==> config.mk <==
export PLATFORM = sky130hd
export DESIGN_NAME = reg_scoreboard
export DESIGN_NICKNAME = d
export VERILOG_FILES = /design/src/rtl/reg_scoreboard.sv
export SDC_FILE = /design/constraint.sdc
export NUM_CORES = 1
export LEC_CHECK = 0
export BUFFER_PORTS_ARGS = -buffer_cell sky130_fd_sc_hd__clkbuf_2
export CAP_MARGIN = 20
export CORE_MARGIN = 4
export CORE_UTILIZATION = 40
export DETAILED_ROUTE_END_ITERATION = 10
export MAX_ROUTING_LAYER = met4
export PLACE_DENSITY = 0.68
export SETUP_SLACK_MARGIN = 0.1
export SLEW_MARGIN = 20
export SYNTH_ARGS = -nofsm -noshare
export SYNTH_HDL_FRONTEND = slang
export SYNTH_SLANG_ARGS = --single-unit
==> constraint.sdc <==
create_clock -name clk -period 3.6 [get_ports clk]
set_input_delay 0.72 -clock clk [delete_from_list [all_inputs] [get_ports clk]]
set_output_delay 0.72 -clock clk [all_outputs]
set_load 0.1 [all_outputs]
==> src/rtl/reg_scoreboard.sv <==
// reg_scoreboard: decode-stage GPR write scoreboard producing per-operand hazard bubbles; optional SCB_BYPASS_EN forwards same-cycle retires
module reg_scoreboard #(
  parameter int CNT_W = 2,
  parameter int NREG = 32
) (
  input  logic            clk,
  input  logic            reset,
  input  logic [4:0]      ra1,
  input  logic [4:0]      ra2,
  input  logic            issue_valid,
  input  logic [4:0]      issue_rd,
  output logic            issue_ready,
  input  logic            retire_valid,
  input  logic [4:0]      retire_rd,
  input  logic            kill_valid,
  input  logic [4:0]      kill_rd,
  output logic            bubble1,
  output logic            bubble2,
  output logic [NREG-1:0] pending_mask,
  output logic            busy,
  output logic            err
`ifdef SCB_BYPASS_EN
  ,
  output logic            byp1,
  output logic            byp2
`endif
);
  localparam logic [CNT_W-1:0] CMAX = '1;
  logic [NREG-1:0][CNT_W-1:0] cnt_q, cnt_d;
  logic [NREG-1:0] under;
  logic err_q, err_d;
  logic pend1, pend2;
  assign issue_ready = issue_rd == 5'd0 || cnt_q[issue_rd] != CMAX ||
                       (retire_valid && retire_rd == issue_rd) || (kill_valid && kill_rd == issue_rd);
  for (genvar r = 0; r < NREG; r++) begin : g_reg
    logic inc, dr, dk;
    logic [CNT_W:0] tot, dec;
    assign inc = r != 0 && issue_valid && issue_ready && issue_rd == 5'(r);
    assign dr = r != 0 && retire_valid && retire_rd == 5'(r);
    assign dk = r != 0 && kill_valid && kill_rd == 5'(r);
    assign tot = {1'b0, cnt_q[r]} + (CNT_W+1)'(inc);
    assign dec = (CNT_W+1)'(dr) + (CNT_W+1)'(dk);
    assign under[r] = dec > tot;
    assign cnt_d[r] = under[r] ? '0 : CNT_W'(tot - dec);
    assign pending_mask[r] = cnt_q[r] != '0;
  end
  assign err_d = err_q | (|under);
  // counters and sticky error; reset discards everything sampled this cycle
  always_ff @(posedge clk) begin
    if (reset) begin
      cnt_q <= '0;
      err_q <= 1'b0;
    end else begin
      cnt_q <= cnt_d;
      err_q <= err_d;
    end
  end
  assign pend1 = ra1 != 5'd0 && cnt_q[ra1] != '0;
  assign pend2 = ra2 != 5'd0 && cnt_q[ra2] != '0;
  assign busy = |pending_mask;
  assign err = err_q;
`ifdef SCB_BYPASS_EN
  assign byp1 = pend1 && cnt_q[ra1] == CNT_W'(1) && retire_valid && retire_rd == ra1 && !(kill_valid && kill_rd == ra1);
  assign byp2 = pend2 && cnt_q[ra2] == CNT_W'(1) && retire_valid && retire_rd == ra2 && !(kill_valid && kill_rd == ra2);
  assign bubble1 = pend1 && !byp1;
  assign bubble2 = pend2 && !byp2;
`else
  assign bubble1 = pend1;
  assign bubble2 = pend2;
`endif
endmodule
# After elaboration in Yosys (flattened, before gate mapping)
# Cells that the tools add are included.
# totals
regBits,63
latchBits,0
mem_bits_rw,0
mem_bits_ro,0
input_bits,30
output_inout_bits,37
elab_cells,432
n_memories,0
# op_classes
add_sub_neg,93
mul,0
div_mod_pow,0
order_cmp,34
eq_ne,96
shift,0
muxes,6
bitwise,1
reduce_logical,170
# ops
cell,count
$eq A5 B5 Y1 const B,48
$eq A5 B4 Y1 const B,24
$logic_and A1 B1 Y1,98
$add A2 B1 Y3,31
$gt A2 B3 Y1,31
$reduce_bool A2 Y1,33
$add A1 B1 Y2,31
$reduce_or A2 Y1,31
$reduce_or A31 Y1,2
$sub A2 B2 Y2,31
$eq A5 B3 Y1 const B,12
$bmux W2 S5,3
$eq A5 B2 Y1 const B,6
$lt A5 B6 Y1 const B,3
$eq A5 B1 Y1 const B,3
$eq A5 B5 Y1,2
$reduce_bool A5 Y1,2
$mux W2,3
$logic_not A5 Y1,1
$logic_or A1 B1 Y1,3
$ne A2 B2 Y1 const B,1
$or A1 B1 Y1,1

# Longest topological paths before layout
# logic_depth
depth_word,12
depth_mapped,18
depth_no_buf,14

# Least setup slack after synthesis
# No wires, ideal clock.
# synth_timing
path_type,input-to-output
from,input port ra1[1]
to,output port bubble1
t_arrival_ns,3.687
required_time_ns,2.880
slack_ns,-0.807
stages,4
path_buffers,1
path_cell_list,clkbuf_1 -> mux4_2 -> mux4_2 -> mux2i_1
# synth_between
elab_chain_cells,4
word_cells_on_any_way,5
classes_between,mux (2); reduce/logical (3)
# synth_lines
element,line_no,source
"start, declared",8,"input logic [4:0] ra1,"
$bmux W2 S5,58,assign pend1 = ra1 != 5'd0 && cnt_q[ra1] != '0;
$mux W2 (not written as such),58,
$reduce_bool A2 Y1,58,
$logic_and A1 B1 Y1 *,58,
"end, declared",17,"output logic bubble1,"
# Mark *: on every way between the ends. The rest lies on a longest branch, timed or not. The select of a mux whose other input is x is not followed.

# Worst setup path in the final report
# layout_timing
from,input port issue_rd[0]
to,register err_q (netlist: err)
# layout_between
elab_chain_cells,12
word_cells_on_any_way,138
classes_between,add/sub (31); order compare (31); eq/ne (34); mux (2); bitwise (1); reduce/logical (39)
# layout_lines
element,line_no,source
"start, declared",11,"input logic [4:0] issue_rd,"
$bmux W2 S5,33,assign issue_ready = issue_rd == 5'd0 || cnt_q[issue_rd] != CMAX ||
$mux W2 (not written as such),33,
$ne A2 B2 Y1,33,
$logic_or A1 B1 Y1 (2 in series),33,
$logic_or A1 B1 Y1,34,(retire_valid && retire_rd == issue_rd) || (kill_valid && kill_rd == issue_rd);
$logic_and A1 B1 Y1 (2 in series),38,assign inc = r != 0 && issue_valid && issue_ready && issue_rd == 5'(r);
$add A2 B1 Y3,41,"assign tot = {1'b0, cnt_q[r]} + (CNT_W+1)'(inc);"
$gt A2 B3 Y1,43,assign under[r] = dec > tot;
$reduce_or A31 Y1 *,47,assign err_d = err_q | (|under);
$or A1 B1 Y1 *,47,
"end signal, assigned",55,err_q <= err_d;
"end, declared",31,"logic err_q, err_d;"
# Marks and branches as above.
# A chain may end at the register's enable or synchronous reset.

==> flow_summary.json <==
{
  "drv_cap": 0,
  "vias_per_cell": 5.466,
  "seqCellArea_um2": 1261,
  "wirelength_mm": 28.94,
  "port_buffers": 65,
  "finalHoldViolations": 0,
  "synth_seq_cells": 63,
  "syn-instance-count": 937,
  "multiInputGateArea_um2": 6834,
  "setup_slack_ns": -0.4182,
  "power_frac_clock_pct": 36.3,
  "fill_cells": 1527,
  "fin_skew_ns": 0.007007,
  "setup_violations": 12,
  "avgSynthCellArea_um2": 8.222,
  "drt_iter0_drc": 642,
  "htree_levels": 3,
  "drc": 0,
  "peakVddDrop_mv": 0.2051,
  "diodes": 0,
  "rows": 50,
  "synth_warnings": 0,
  "final_max_slew_viol_count": 0,
  "grt_util_met1_pct": 31.98,
  "outcome": "finished with violations",
  "crit_fanout": 8,
  "cp_cell_sequence": "buf_8, buf_12, buf_12, mux2_2, a32oi_1, nand4_1, and4b_4, buf_4, buf_6, nor3_4, ha_2, ha_4, inv_2, ha_4, nor2b_1, o21ai_2, nand4_1, nor4_1, a21oi_1",
  "crit_type": "in -> reg",
  "p_seq_share_pct": 27.2,
  "synth_nets": 1153,
  "dp_hpwl_mm": 21.53,
  "overflow": 0,
  "fin_nets": 1394,
  "gp_congestion": 1.005,
  "dpl-instance-area_um2": 9774,
  "setup_tns_ns": -1.064,
  "start_kind": "input port",
  "cellLeakagePower_nw": 5.149,
  "period_share_pct": 111.6,
  "clockBufferDepth": 2,
  "p_comb_share_pct": 36.5,
  "min_path_type": "reg -> reg",
  "synth_top_area_share_pct": 30.21,
  "grt_use_total_pct": 26.02,
  "synthDistinctLibCells": 39,
  "rsz0062_at_grt": "yes",
  "grt_pass1_vias": 7640,
  "arrival_ns": 4.21,
  "fmax_mhz": 248.9,
  "first_pass_iters": 5,
  "ctsHoldBuffers": 0,
  "coreArea_um2": 18830,
  "start_util_pct": 40.91,
  "clkSinkCount": 63,
  "busiest_layer": "met2",
  "ios": 67,
  "grt_max_degree": 33,
  "final_util_pct": 60.33,
  "finalPower_mw": 2.746,
  "die_area_um2": 21540,
  "grt_pass1_wl_mm": 41.98,
  "worstPathRequired_ns": 3.79,
  "worstSkewPairLatency_ns": 0.35,
  "internal_power_mw": 1.735,
  "post_drt_wl_per_cell_um": 20.05,
  "drtAntennaViolNets": 0,
  "tritoncts": "yes",
  "final_common_cell": "nor2_1",
  "clkTransAtPathRegs_ns": 0.06,
  "die_w_um": 146.8,
  "numCtsBuffers": 9,
  "met2_usage_pct": 41.25,
  "synth_area_um2": 7704,
  "seq_area_frac_synth_pct": 16.37,
  "use_met3_pct": 6.971,
  "areaGrowthSynthToFinish_pct": 47.46,
  "worst_pin_slew_ns": 0.8383,
  "failed_checks": "negative setup slack",
  "yosysTopAreaCell": "ha_1",
  "slowest_stage": "nor4_1",
  "powerDensity_nw_per_um2": 241.7,
  "switching_power_mw": 1.011,
  "antenna_found_initial": 0,
  "fp.dieH_um": 146.8,
  "final_cell_mix": "nor2_1, buf_4, ha_1",
  "swShare_pct": 36.81,
  "cpPeakStageDelay_ns": 0.35,
  "drive_gt1_share_pct": 41.50,
  "period_minus_slack_ns": 4.018,
  "vias": 7887,
  "end_kind": "register",
  "whs_ns": 0.7946,
  "cts-root-buf": "clkbuf_16",
  "synthTopCellsByArea": "ha_1, dfxtp_1, nor2_1, mux4_2, inv_1",
  "fin_area_um2": 11360,
  "maxSlewHeadroom_pct": 44.11
}
-- synth_stat cells --
cell and instances:
o22ai_1 1, conb_1 1, nor3_2 29, buf_6 7, mux2_2 2, a311oi_1 1, mux4_1 4, a211oi_1 2
nand4_1 19, a21oi_1 34, nand3_1 15, and2_1 1, buf_2 4, and4b_1 2, o21ai_0 31, dfxtp_1 63
nand2b_1 37, nand4b_1 1, buf_4 1, nand2_1 51, xnor2_1 10, nor2_1 165, nor4_1 4, ha_1 186
clkbuf_1 16, or2_2 3, nor3_1 6, a22oi_1 2, or4_1 1, mux4_2 27, mux2i_1 4, nor4b_1 1
nor2b_1 41, buf_12 1, buf_1 4, inv_1 126, a31oi_1 1, xor2_1 31, a32oi_1 2
-- critical path: cells and delay by family --
family	cells	cell delay, ns
simple gates	6	1.39
buf+inv	6	0.66
fa+ha+maj	3	0.61
mux	1	0.32
compound gates	3	0.51
-- area by class of cell --
type | count | share of cell area [%]
Multi-Input combinational cell | 716 | 60.16
Timing Repair Buffer | 262 | 18.69
Sequential cell | 63 | 11.10
Inverter | 126 | 4.318
Tap cell | 260 | 2.864
Clock buffer | 13 | 2.291
Clock inverter | 3 | 0.5728
-- kinds of logic (layout without fill, tap and decap cells) --
logic type,count (synthesis),count (layout),share of synthesized area (%)
DFF,63,63,16.37
AOI/OAI and AO/OA,74,74,5.116
other,1,1,0.04868
buffers and inverters,159,404,8.754
and+or+nand+nor,376,377,24.77
muxes,37,37,10.07
xor gates and xnor gates,41,41,4.661
adders and majority gates,186,186,30.21
-- layer usage --
| layer | up-vias | wire [µm] |
|---|---|---|
| met5 | - | 0 |
| met3 | 113 | 3019 |
| met1 | 3762 | 11130 |
| met2 | 394 | 13450 |
| li1 | 3618 | - |
| met4 | 0 | 1336 |
-- final timing paths --
path | from | to | slack [ns] | cells past startpoint
hold / removal | cnt_q[20] | cnt_q[20] | 0.79 | 3
setup / recovery | issue_rd[0] | err | -0.42 | 19
setup reg to reg | cnt_q[55] | err | -0.13 | 17
hold reg to reg | cnt_q[20] | cnt_q[20] | 0.79 | 3
-- flip-flops by register name, indices dropped and copies added, names as in the netlist --
signal,cells
cnt_q,62
err,1
-- timing repair --
action,CTS,global route
endpoints found under the hold margin,0,0
pin swaps,62,77
setup buffers,19,14
endpoints found under the setup margin,59,64
gates cloned,2,1
resized for setup,95,98
-- power groups by stage --
stage	Clock [mW]	Combinational (mW)	Sequential, mW
global placement	0	0.874	0.761
finish	0.997	1.00	0.747
CTS	0.996	0.925	0.745
detailed placement	0	0.884	0.759
floorplan	0	0.565	0.758
global route	1.03	1.05	0.749
-- per-stage QoR --
stage	setup WS, ns	instances
3_3_place_gp	-0.8133	1392
4_1_cts	-0.2205	1429
5_1_grt	-0.4884	1443
6_report	-0.4182	1443
2_1_floorplan	-0.1128	937
3_5_place_dp	-0.8188	1392
Power figures use the tool's default switching activity.
